## src/rtl/game_of_life_ctrl.sv

```systemverilog
// Generation sequencer for the 8x8 toroidal life datapath: owns the board, paces
// free-run/step generations, counts them and halts on extinction, still life or limit.
module game_of_life_ctrl #(
  parameter int unsigned TICKS_PER_GEN = 12_000_000,
  parameter int unsigned GEN_W         = 16,
  parameter int unsigned MAX_GENS      = 32'hFFFF
) (
  input  logic             clk,
  input  logic             rst_n,
  input  logic             seed_valid,
  input  logic [63:0]      seed_bits,
  output logic             seed_ready,
  input  logic             start,
  input  logic             stop,
  input  logic             step,
  output logic             gol_update,
  output logic [63:0]      gol_current,
  input  logic [63:0]      gol_next,
  output logic [63:0]      board,
  output logic [GEN_W-1:0] gen_count,
  output logic             running,
  output logic             halted,
  output logic [1:0]       halt_reason
);

  localparam int TW = (TICKS_PER_GEN > 1) ? $clog2(TICKS_PER_GEN) : 1;
  localparam logic [TW-1:0]    TICK_LAST = TW'(TICKS_PER_GEN - 1);
  localparam logic [GEN_W-1:0] GEN_LIMIT = GEN_W'(MAX_GENS);

  localparam logic [1:0] HALT_NONE    = 2'd0;
  localparam logic [1:0] HALT_STABLE  = 2'd1;
  localparam logic [1:0] HALT_EXTINCT = 2'd2;
  localparam logic [1:0] HALT_LIMIT   = 2'd3;

  typedef enum logic [2:0] {
    IDLE    = 3'd0,
    RUN     = 3'd1,
    UPDATE  = 3'd2,
    CAPTURE = 3'd3,
    DONE    = 3'd4
  } state_t;

  state_t           state, state_nxt;
  logic [63:0]      board_nxt;
  logic [GEN_W-1:0] gen_nxt;
  logic [GEN_W-1:0] gen_inc;
  logic [1:0]       reason_nxt;
  logic [TW-1:0]    tick, tick_nxt;
  logic             free_run, free_nxt;
  logic             seed_hs;

  always_ff @(posedge clk or negedge rst_n) begin
    if (!rst_n) begin
      state       <= IDLE;
      board       <= '0;
      gen_count   <= '0;
      halt_reason <= HALT_NONE;
      tick        <= '0;
      free_run    <= 1'b0;
    end else begin
      state       <= state_nxt;
      board       <= board_nxt;
      gen_count   <= gen_nxt;
      halt_reason <= reason_nxt;
      tick        <= tick_nxt;
      free_run    <= free_nxt;
    end
  end

  assign seed_ready  = (state == IDLE) || (state == DONE);
  assign seed_hs     = seed_valid && seed_ready;
  assign gen_inc     = gen_count + 1'b1;
  assign gol_update  = (state == UPDATE);
  assign gol_current = board;
  assign halted      = (state == DONE);
  assign running     = free_run && ((state == RUN) || (state == UPDATE) || (state == CAPTURE));

  always_comb begin
    state_nxt  = state;
    board_nxt  = board;
    gen_nxt    = gen_count;
    reason_nxt = halt_reason;
    tick_nxt   = tick;
    free_nxt   = free_run;

    case (state)
      IDLE: begin
        if (seed_hs) begin
          board_nxt  = seed_bits;
          gen_nxt    = '0;
          reason_nxt = HALT_NONE;
          tick_nxt   = '0;
          free_nxt   = 1'b0;
        end else if (stop) begin
          free_nxt = 1'b0;
        end else if (start) begin
          state_nxt = RUN;
          tick_nxt  = '0;
          free_nxt  = 1'b1;
        end else if (step) begin
          state_nxt = UPDATE;
          free_nxt  = 1'b0;
        end
      end

      RUN: begin
        if (stop) begin
          state_nxt = IDLE;
          free_nxt  = 1'b0;
        end else if (tick == TICK_LAST) begin
          state_nxt = UPDATE;
          tick_nxt  = '0;
        end else begin
          tick_nxt = tick + 1'b1;
        end
      end

      UPDATE: begin
        state_nxt = CAPTURE;
        if (stop) free_nxt = 1'b0;
      end

      CAPTURE: begin
        board_nxt = gol_next;
        gen_nxt   = gen_inc;
        // A stop seen in this very cycle still cancels the return to RUN.
        if (stop) free_nxt = 1'b0;
        if (gol_next == '0) begin
          state_nxt  = DONE;
          reason_nxt = HALT_EXTINCT;
        end else if (gol_next == board) begin
          state_nxt  = DONE;
          reason_nxt = HALT_STABLE;
        end else if (gen_inc == GEN_LIMIT) begin
          state_nxt  = DONE;
          reason_nxt = HALT_LIMIT;
        end else if (free_run && !stop) begin
          state_nxt = RUN;
        end else begin
          state_nxt = IDLE;
        end
      end

      DONE: begin
        if (seed_hs) begin
          state_nxt  = IDLE;
          board_nxt  = seed_bits;
          gen_nxt    = '0;
          reason_nxt = HALT_NONE;
          tick_nxt   = '0;
          free_nxt   = 1'b0;
        end
      end

      default: state_nxt = IDLE;
    endcase
  end

endmodule
```

## config.mk

```make
export PLATFORM = sky130hd
export DESIGN_NAME = game_of_life_ctrl
export DESIGN_NICKNAME = d
export VERILOG_FILES = /design/src/rtl/game_of_life_ctrl.sv
export SDC_FILE = /design/constraint.sdc
export NUM_CORES = 1
export LEC_CHECK = 0
export ABC_AREA = 1
export CORE_UTILIZATION = 49
export DETAILED_ROUTE_END_ITERATION = 6
export GPL_TIMING_DRIVEN = 0
export PLACE_DENSITY_LB_ADDON = 0.3
export SYNTH_ARGS = -nofsm -noshare
export SYNTH_HDL_FRONTEND = slang
export SYNTH_SLANG_ARGS = --single-unit
```

## constraint.sdc

```tcl
create_clock -name clk -period 2.8 [get_ports clk]
set_clock_uncertainty 0.05 [all_clocks]
set_input_delay 0.56 -clock clk [delete_from_list [all_inputs] [get_ports clk]]
set_output_delay 0.56 -clock clk [all_outputs]
set_load 0.02 [all_outputs]
```

==> impl_metrics.py, run 1 <==
metrics = {
    "run_status": {
        "outcome": "finished, final reports clean",
    },
    "flow_run": {
        "cap_violations": 0,
    },
    "min_path": {
        "min-delay-path-class": "primary input to asynchronous set/reset pin",
    },
    "layout": {
        "layout.nets": 1505,
        "final_cell_mix": "312 x nand2_1, 282 x clkdlybuf4s50_1, 144 x nor2_1",
        "final_common_cell": "nand2_1",
        "drive_gt1_share_pct": 9.54,
        "fin_cells": 1558,
        "fill_cells": 1128,
        "fin_util_pct": 74.1,
        "area_growth_pct": 45.1,
    },
    "global_route": {
        "overflow": 0,
        "grt_pass1_vias": 7797,
        "grt_util_all_layers_pct": 32.5,
        "grt_max_degree": 69,
        "antenna_found_initial": 1,
        "grt_pass1_wl_mm": 40.4,
    },
    "logic_synthesis": {
        "yosys-top-cells-area": "dfrtp_1 37%, nand2_1 16%, nor2_1 7.2%",
        "synth_seq_cells": 110,
        "ys_warn_count": 0,
        "synth_top_area_share_pct": 36.5,
        "synthArstFlopShare_pct": 100,
        "mappedNetlistNets": 1211,
        "syn_inst": 1074,
        "ys.flop_type": "dfrtp_1",
        "synth-seq-area-share_pct": 36.5,
        "synth_edf_count": 0,
        "synth_cell_type_count": 38,
        "yosys.area.top_type": "dfrtp_1",
        "avgSynthCellArea_sq_um": 7.01,
        "netlist_area_sq_um": 7530,
    },
    "floorplan": {
        "die_x_um": 126,
        "ioPinCount": 284,
        "start_util_pct": 51.1,
        "core_area_sq_um": 14800,
        "rows": 44,
        "dieArea_sq_um": 15900,
        "die_h_um": 126,
    },
    "route": {
        "vias_per_cell": 5.40,
        "firstDrtPassIters": 5,
        "ant_nets": 0,
        "drc": 0,
        "drt_iter0_markers": 669,
        "totalWireLength_mm": 25.9,
        "vias": 8417,
        "wl_per_cell_um": 16.6,
    },
    "sta": {
        "timing.final.hold_violations": 0,
        "finalSetupViolations": 0,
        "maxSlewHeadroom_pct": 62.6,
        "fin_crit_sh_pct": 93.6,
        "fin_ws_ps": 179,
        "worst_pin_slew_ps": 561,
        "drv_slew": 0,
        "rsz0062_at_grt": "false",
        "max_freq_mhz": 382,
        "period_needed_ps": 2620,
    },
    "clock_tree": {
        "clk_pin_slew_ps": 70,
        "numCtsBuffers": 9,
        "htreeDepth": 3,
        "ctsHoldBuffers": 0,
        "clock-sinks": 110,
        "tritoncts": "yes",
        "cts_root_buffer": "clkbuf_16",
        "clockBufferDepth": 2,
        "post-cts-setup-buffer-count": 0,
        "clock_latency_ps": 360,
    },
    "power": {
        "p_int_w": 0.00615,
        "seq_power_share_pct": 24.9,
        "switching_share_pct": 45.3,
        "power.leakage_nw": 4.84,
        "power_switching_w": 0.00509,
        "peakVddDrop_v": 0.000547,
        "combPwrFrac_pct": 63.1,
        "p_total_w": 0.0112,
        "p_clk_share_pct": 12.0,
        "p_per_area_nw_per_um2": 1030,
    },
    "placement": {
        "place_congestion": 0.930,
        "portBuffers": 283,
        "place_ws_ps": 161,
        "dpl.hpwl_mm": 20.2,
        "dp_cells": 1542,
    },
    "worst_setup_path": {
        "reg2reg_from": "tick[1]$_DFFE_PN0P_",
        "cp-start-kind": "flop",
        "cp-end-kind": "output pin",
        "critPathKind": "flop to output pin",
        "cp_max_fo": 19,
        "cp.arrival_ps": 2010,
        "critPathRequiredTime_ps": 2190,
        "r2r_cells": 10,
        "r2r_slack_ps": 670,
        "r2r-end": "tick[11]$_DFFE_PN0P_",
    },
}
repair_timing:
item,CTS,global route
setup endpoints to repair,1,1
pin swaps,0,0
resized for setup,0,1
cells by family after synthesis:
kind of cell,after synthesis,share of synthesized area (%)
buffers and inverters,207,14.6
DFF,110,36.5
AOI/OAI and AO/OA,157,12.4
xor gates and xnor gates,45,5.23
and+or+nand+nor,552,30.7
adders and majority gates,3,0.498
final cells by class:
type / instances / area [sq um] / share of cell area, %
multi-input cells: 757 / 3680 / 33.7
repair buffers: 284 / 2860 / 26.2
flip-flops and latches: 110 / 2750 / 25.2
plain buffers: 96 / 683 / 6.25
inverters: 110 / 418 / 3.82
clock buffers: 13 / 260 / 2.38
well taps: 184 / 230 / 2.11
clock inverters: 3 / 42.5 / 0.389
diodes: 1 / 2.50 / 0.0229
power by group through the flow:
stage | Sequential (W) | Combinational [W] | Clock (W)
finish | 0.00280 | 0.00710 | 0.00135
global route | 0.00288 | 0.00760 | 0.00140
CTS | 0.00279 | 0.00709 | 0.00136
detailed placement | 0.00282 | 0.00706 | 0
global placement | 0.00279 | 0.00691 | 0
floorplan | 0.00326 | 0.00352 | 0
through the flow:
stage | setup TNS (ps) | instance area [sq um] | hold slack [ps]
after floorplan | 0 | 7530 | 214
after global placement | -359430 | 10600 | 432
after detailed placement | 0 | 10600 | 446
after CTS | 0 | 10900 | 83.8
after global routing | 0 | 10900 | 104
final | 0 | 10900 | 67.5
worst max-delay path by stage:
| stage | startpoint | to | slack (ps) | cells past startpoint |
|---|---|---|---|---|
| after global routing | state[0]$_DFFE_PN0P_ | seed_ready | 110 | 3 |
| after detailed placement | state[0]$_DFFE_PN0P_ | seed_ready | 160 | 4 |
| after floorplan | gen_count[1]$_DFFE_PN0P_ | halt_reason[0]$_DFFE_PN0P_ | 930 | 12 |
| after global placement | rst_n | gen_count[6]$_DFFE_PN0P_ | -3280 | 1 |
| final | state[0]$_DFFE_PN0P_ | seed_ready | 180 | 3 |
| after CTS | state[0]$_DFFE_PN0P_ | seed_ready | 70 | 3 |
worst max-delay path: stages (launching register included):
cell and delay, ps:
dfrtp_1 440, nor2_2 170, clkbuf_4 340, clkdlybuf4s50_1 700
registers in the layout, summed over array words and instances, names as in the netlist:
name,cells
board,64
tick,24
free_run,1
gen_count,16
halt_reason,2
state,3
per-layer routing:
| layer | GRT usage, % | vias up | wire, um |
|---|---|---|---|
| met4 | 15.5 | 0 | 1050 |
| li1 | - | 4000 | - |
| met1 | 39.4 | 3940 | 10200 |
| met3 | 4.38 | 69 | 1680 |
| met5 | 0 | - | 0 |
| met2 | 57.1 | 408 | 13000 |
Yosys cell counts (2+ instances only):
cell type and count:
a21oi_1 20, a22oi_1 3, a31oi_1 39, and3_1 3, buf_2 7, buf_4 67, buf_6 8, clkbuf_1 15
dfrtp_1 110, ha_1 3, inv_1 101, inv_2 7, inv_4 2, nand2_1 312, nand2_2 4, nand3_1 38
nand3_2 4, nand4_1 14, nor2_1 144, nor2_2 6, nor2_4 4, nor3_1 14, nor4_1 4, o211ai_1 27
o21ai_0 40, o21ai_1 18, o22ai_1 6, xnor2_1 2, xor2_1 43
(Power assumes the default switching activity.)
==> inputs of run 2 (changes only) <==
--- a/config.mk
+++ b/config.mk
@@ -6,6 +6,7 @@
 export NUM_CORES = 1
 export LEC_CHECK = 0
 export ABC_AREA = 1
+export CAP_MARGIN = 20
 export CORE_UTILIZATION = 49
 export DETAILED_ROUTE_END_ITERATION = 6
 export GPL_TIMING_DRIVEN = 0
==> results of run 2 <==
Same layout as run 1: the final DEF is identical, and so are final timing and power.
==> inputs of run 3 (changes only) <==
--- a/config.mk
+++ b/config.mk
@@ -11,6 +11,7 @@
 export DETAILED_ROUTE_END_ITERATION = 6
 export GPL_TIMING_DRIVEN = 0
 export PLACE_DENSITY_LB_ADDON = 0.3
+export SETUP_SLACK_MARGIN = 0.15
 export SYNTH_ARGS = -nofsm -noshare
 export SYNTH_HDL_FRONTEND = slang
 export SYNTH_SLANG_ARGS = --single-unit
==> impl_metrics.py, run 3 (synthesized netlist as in run 1, its figures left out) <==
metrics = {
    "layout": {
        "final_common_cell": "nand2_1",
        "largest_register_ff_count": 64,
        "regArea_sq_um": 2750,
        "final_area_sq_um": 10900,
        "largestRegisters": "board x64, tick x24, gen_count x16",
        "layout.nets": 1506,
        "area_growth_pct": 45.1,
        "fill_cells": 1128,
        "final_cell_mix": "312 x nand2_1, 281 x clkdlybuf4s50_1, 144 x nor2_1",
        "drive_gt1_share_pct": 9.61,
        "fin_cells": 1559,
        "multi_input_area_sq_um": 3680,
        "fin_util_pct": 74.1,
        "largest-register": "board",
    },
    "worst_setup_path": {
        "cp.arrival_ps": 2020,
        "critPathRequiredTime_ps": 2190,
        "critPathKind": "flop to output pin",
        "cp-start-kind": "flop",
        "cp_max_fo": 7,
        "cp-end-kind": "output pin",
    },
    "floorplan": {
        "start_util_pct": 51.1,
        "dieArea_sq_um": 15900,
        "die_x_um": 126,
        "ioPinCount": 284,
        "die_h_um": 126,
        "core_area_sq_um": 14800,
        "rows": 44,
    },
    "clock_tree": {
        "clock_latency_ps": 360,
        "clockBufferDepth": 2,
        "numCtsBuffers": 9,
        "clock-sinks": 110,
        "clk_pin_slew_ps": 80,
        "tritoncts": "yes",
        "ctsHoldBuffers": 0,
        "cts_root_buffer": "clkbuf_16",
        "htreeDepth": 3,
    },
    "power": {
        "power.leakage_nw": 4.85,
        "peakVddDrop_v": 0.000507,
        "p_total_w": 0.0112,
        "p_per_area_nw_per_um2": 1030,
    },
    "run_status": {
        "outcome": "finished, final reports clean",
    },
    "route": {
        "firstDrtPassIters": 5,
        "ant_nets": 0,
        "vias_per_cell": 5.39,
        "drc": 0,
        "vias": 8404,
        "wl_per_cell_um": 16.6,
        "drt_iter0_markers": 680,
        "totalWireLength_mm": 25.9,
    },
    "placement": {
        "portBuffers": 283,
        "dpl_cell_area_sq_um": 10600,
        "dpl.hpwl_mm": 20.2,
        "dp_cells": 1542,
        "place_congestion": 0.930,
    },
    "global_route": {
        "grt_max_degree": 69,
        "grt_pass1_vias": 7782,
        "grt_pass1_wl_mm": 40.4,
        "antenna_found_initial": 1,
        "overflow": 0,
        "grt_util_all_layers_pct": 32.5,
    },
    "sta": {
        "max_freq_mhz": 380,
        "finalSetupViolations": 0,
        "rsz0062_at_grt": "false",
        "fin_crit_sh_pct": 94.0,
        "period_needed_ps": 2630,
        "worst_pin_slew_ps": 559,
        "timing.final.hold_violations": 0,
        "drv_slew": 0,
        "holdWs_ps": 68.5,
        "maxSlewHeadroom_pct": 62.7,
    },
    "min_path": {
        "min-delay-path-class": "primary input to asynchronous set/reset pin",
    },
    "flow_run": {
        "cap_violations": 0,
    },
}
==> run 3: cell types whose count changed in the layout (fill, tap and decap cells not counted), sizes merged <==
cell	delta
clkbuf	+1
clkdlybuf4s50	-1
dlygate4sd2	+1
==> run 3: timing repair <==
item | CTS | global route
resized for setup | 2 | 1
endpoints found under the setup margin | 1 | 1
setup buffers | 0 | 0
==> run 3: layout make-up <==
class | instances | area share (%)
Clock buffer | 13 | 2.38
Inverter | 110 | 3.82
Buffer | 97 | 6.29
Antenna cell | 1 | 0.0229
Tap cell | 184 | 2.11
Clock inverter | 3 | 0.389
Timing Repair Buffer | 284 | 26.2
Multi-Input combinational cell | 757 | 33.6
Sequential cell | 110 | 25.2
==> run 3: final timing paths <==
| path | slack, ps | endpoint | from | cells after the start |
|---|---|---|---|---|
| max in group asynchronous | 1930 | board[35]$_DFFE_PN0P_ | rst_n | 2 |
| min in group clk | 470 | halt_reason[1]$_DFFE_PN0P_ | halt_reason[1]$_DFFE_PN0P_ | 2 |
| hold / removal | 70 | board[12]$_DFFE_PN0P_ | rst_n | 1 |
| setup / recovery | 170 | gol_update | state[2]$_DFFE_PN0P_ | 3 |
| hold reg to reg | 470 | halt_reason[1]$_DFFE_PN0P_ | halt_reason[1]$_DFFE_PN0P_ | 2 |
| setup reg to reg | 680 | tick[11]$_DFFE_PN0P_ | tick[1]$_DFFE_PN0P_ | 10 |
==> run 3: power by group <==
part           internal [W]  switching [W]  total (W)
Combinational       0.00328        0.00381    0.00710
Sequential          0.00213       0.000669    0.00280
Clock              0.000744       0.000603    0.00135
Total               0.00615        0.00509     0.0112
==> run 3: metal layers <==
| metal | GRT usage [%] | share of wire (%) |
|---|---|---|
| met4 | 15.0 | 3.8 |
| met1 | 39.5 | 39 |
| met3 | 4.42 | 6.4 |
| met2 | 57.2 | 51 |
| met5 | 0 | 0 |
==> run 3: per-stage QoR <==
| stage | setup TNS, ps | worst slack (ps) |
|---|---|---|
| final | 0 | 169 |
| after global routing | 0 | 151 |
| after CTS | 0 | 198 |
| after detailed placement | 0 | 161 |
| after global placement | -359430 | -3280 |
| after floorplan | 0 | 930 |
==> run 3: critical path, cell delays in order, from the launching register on <==
cell and delay (ps):
dfrtp_1 370, buf_6 140, nor3_1 440, clkdlybuf4s50_1 710
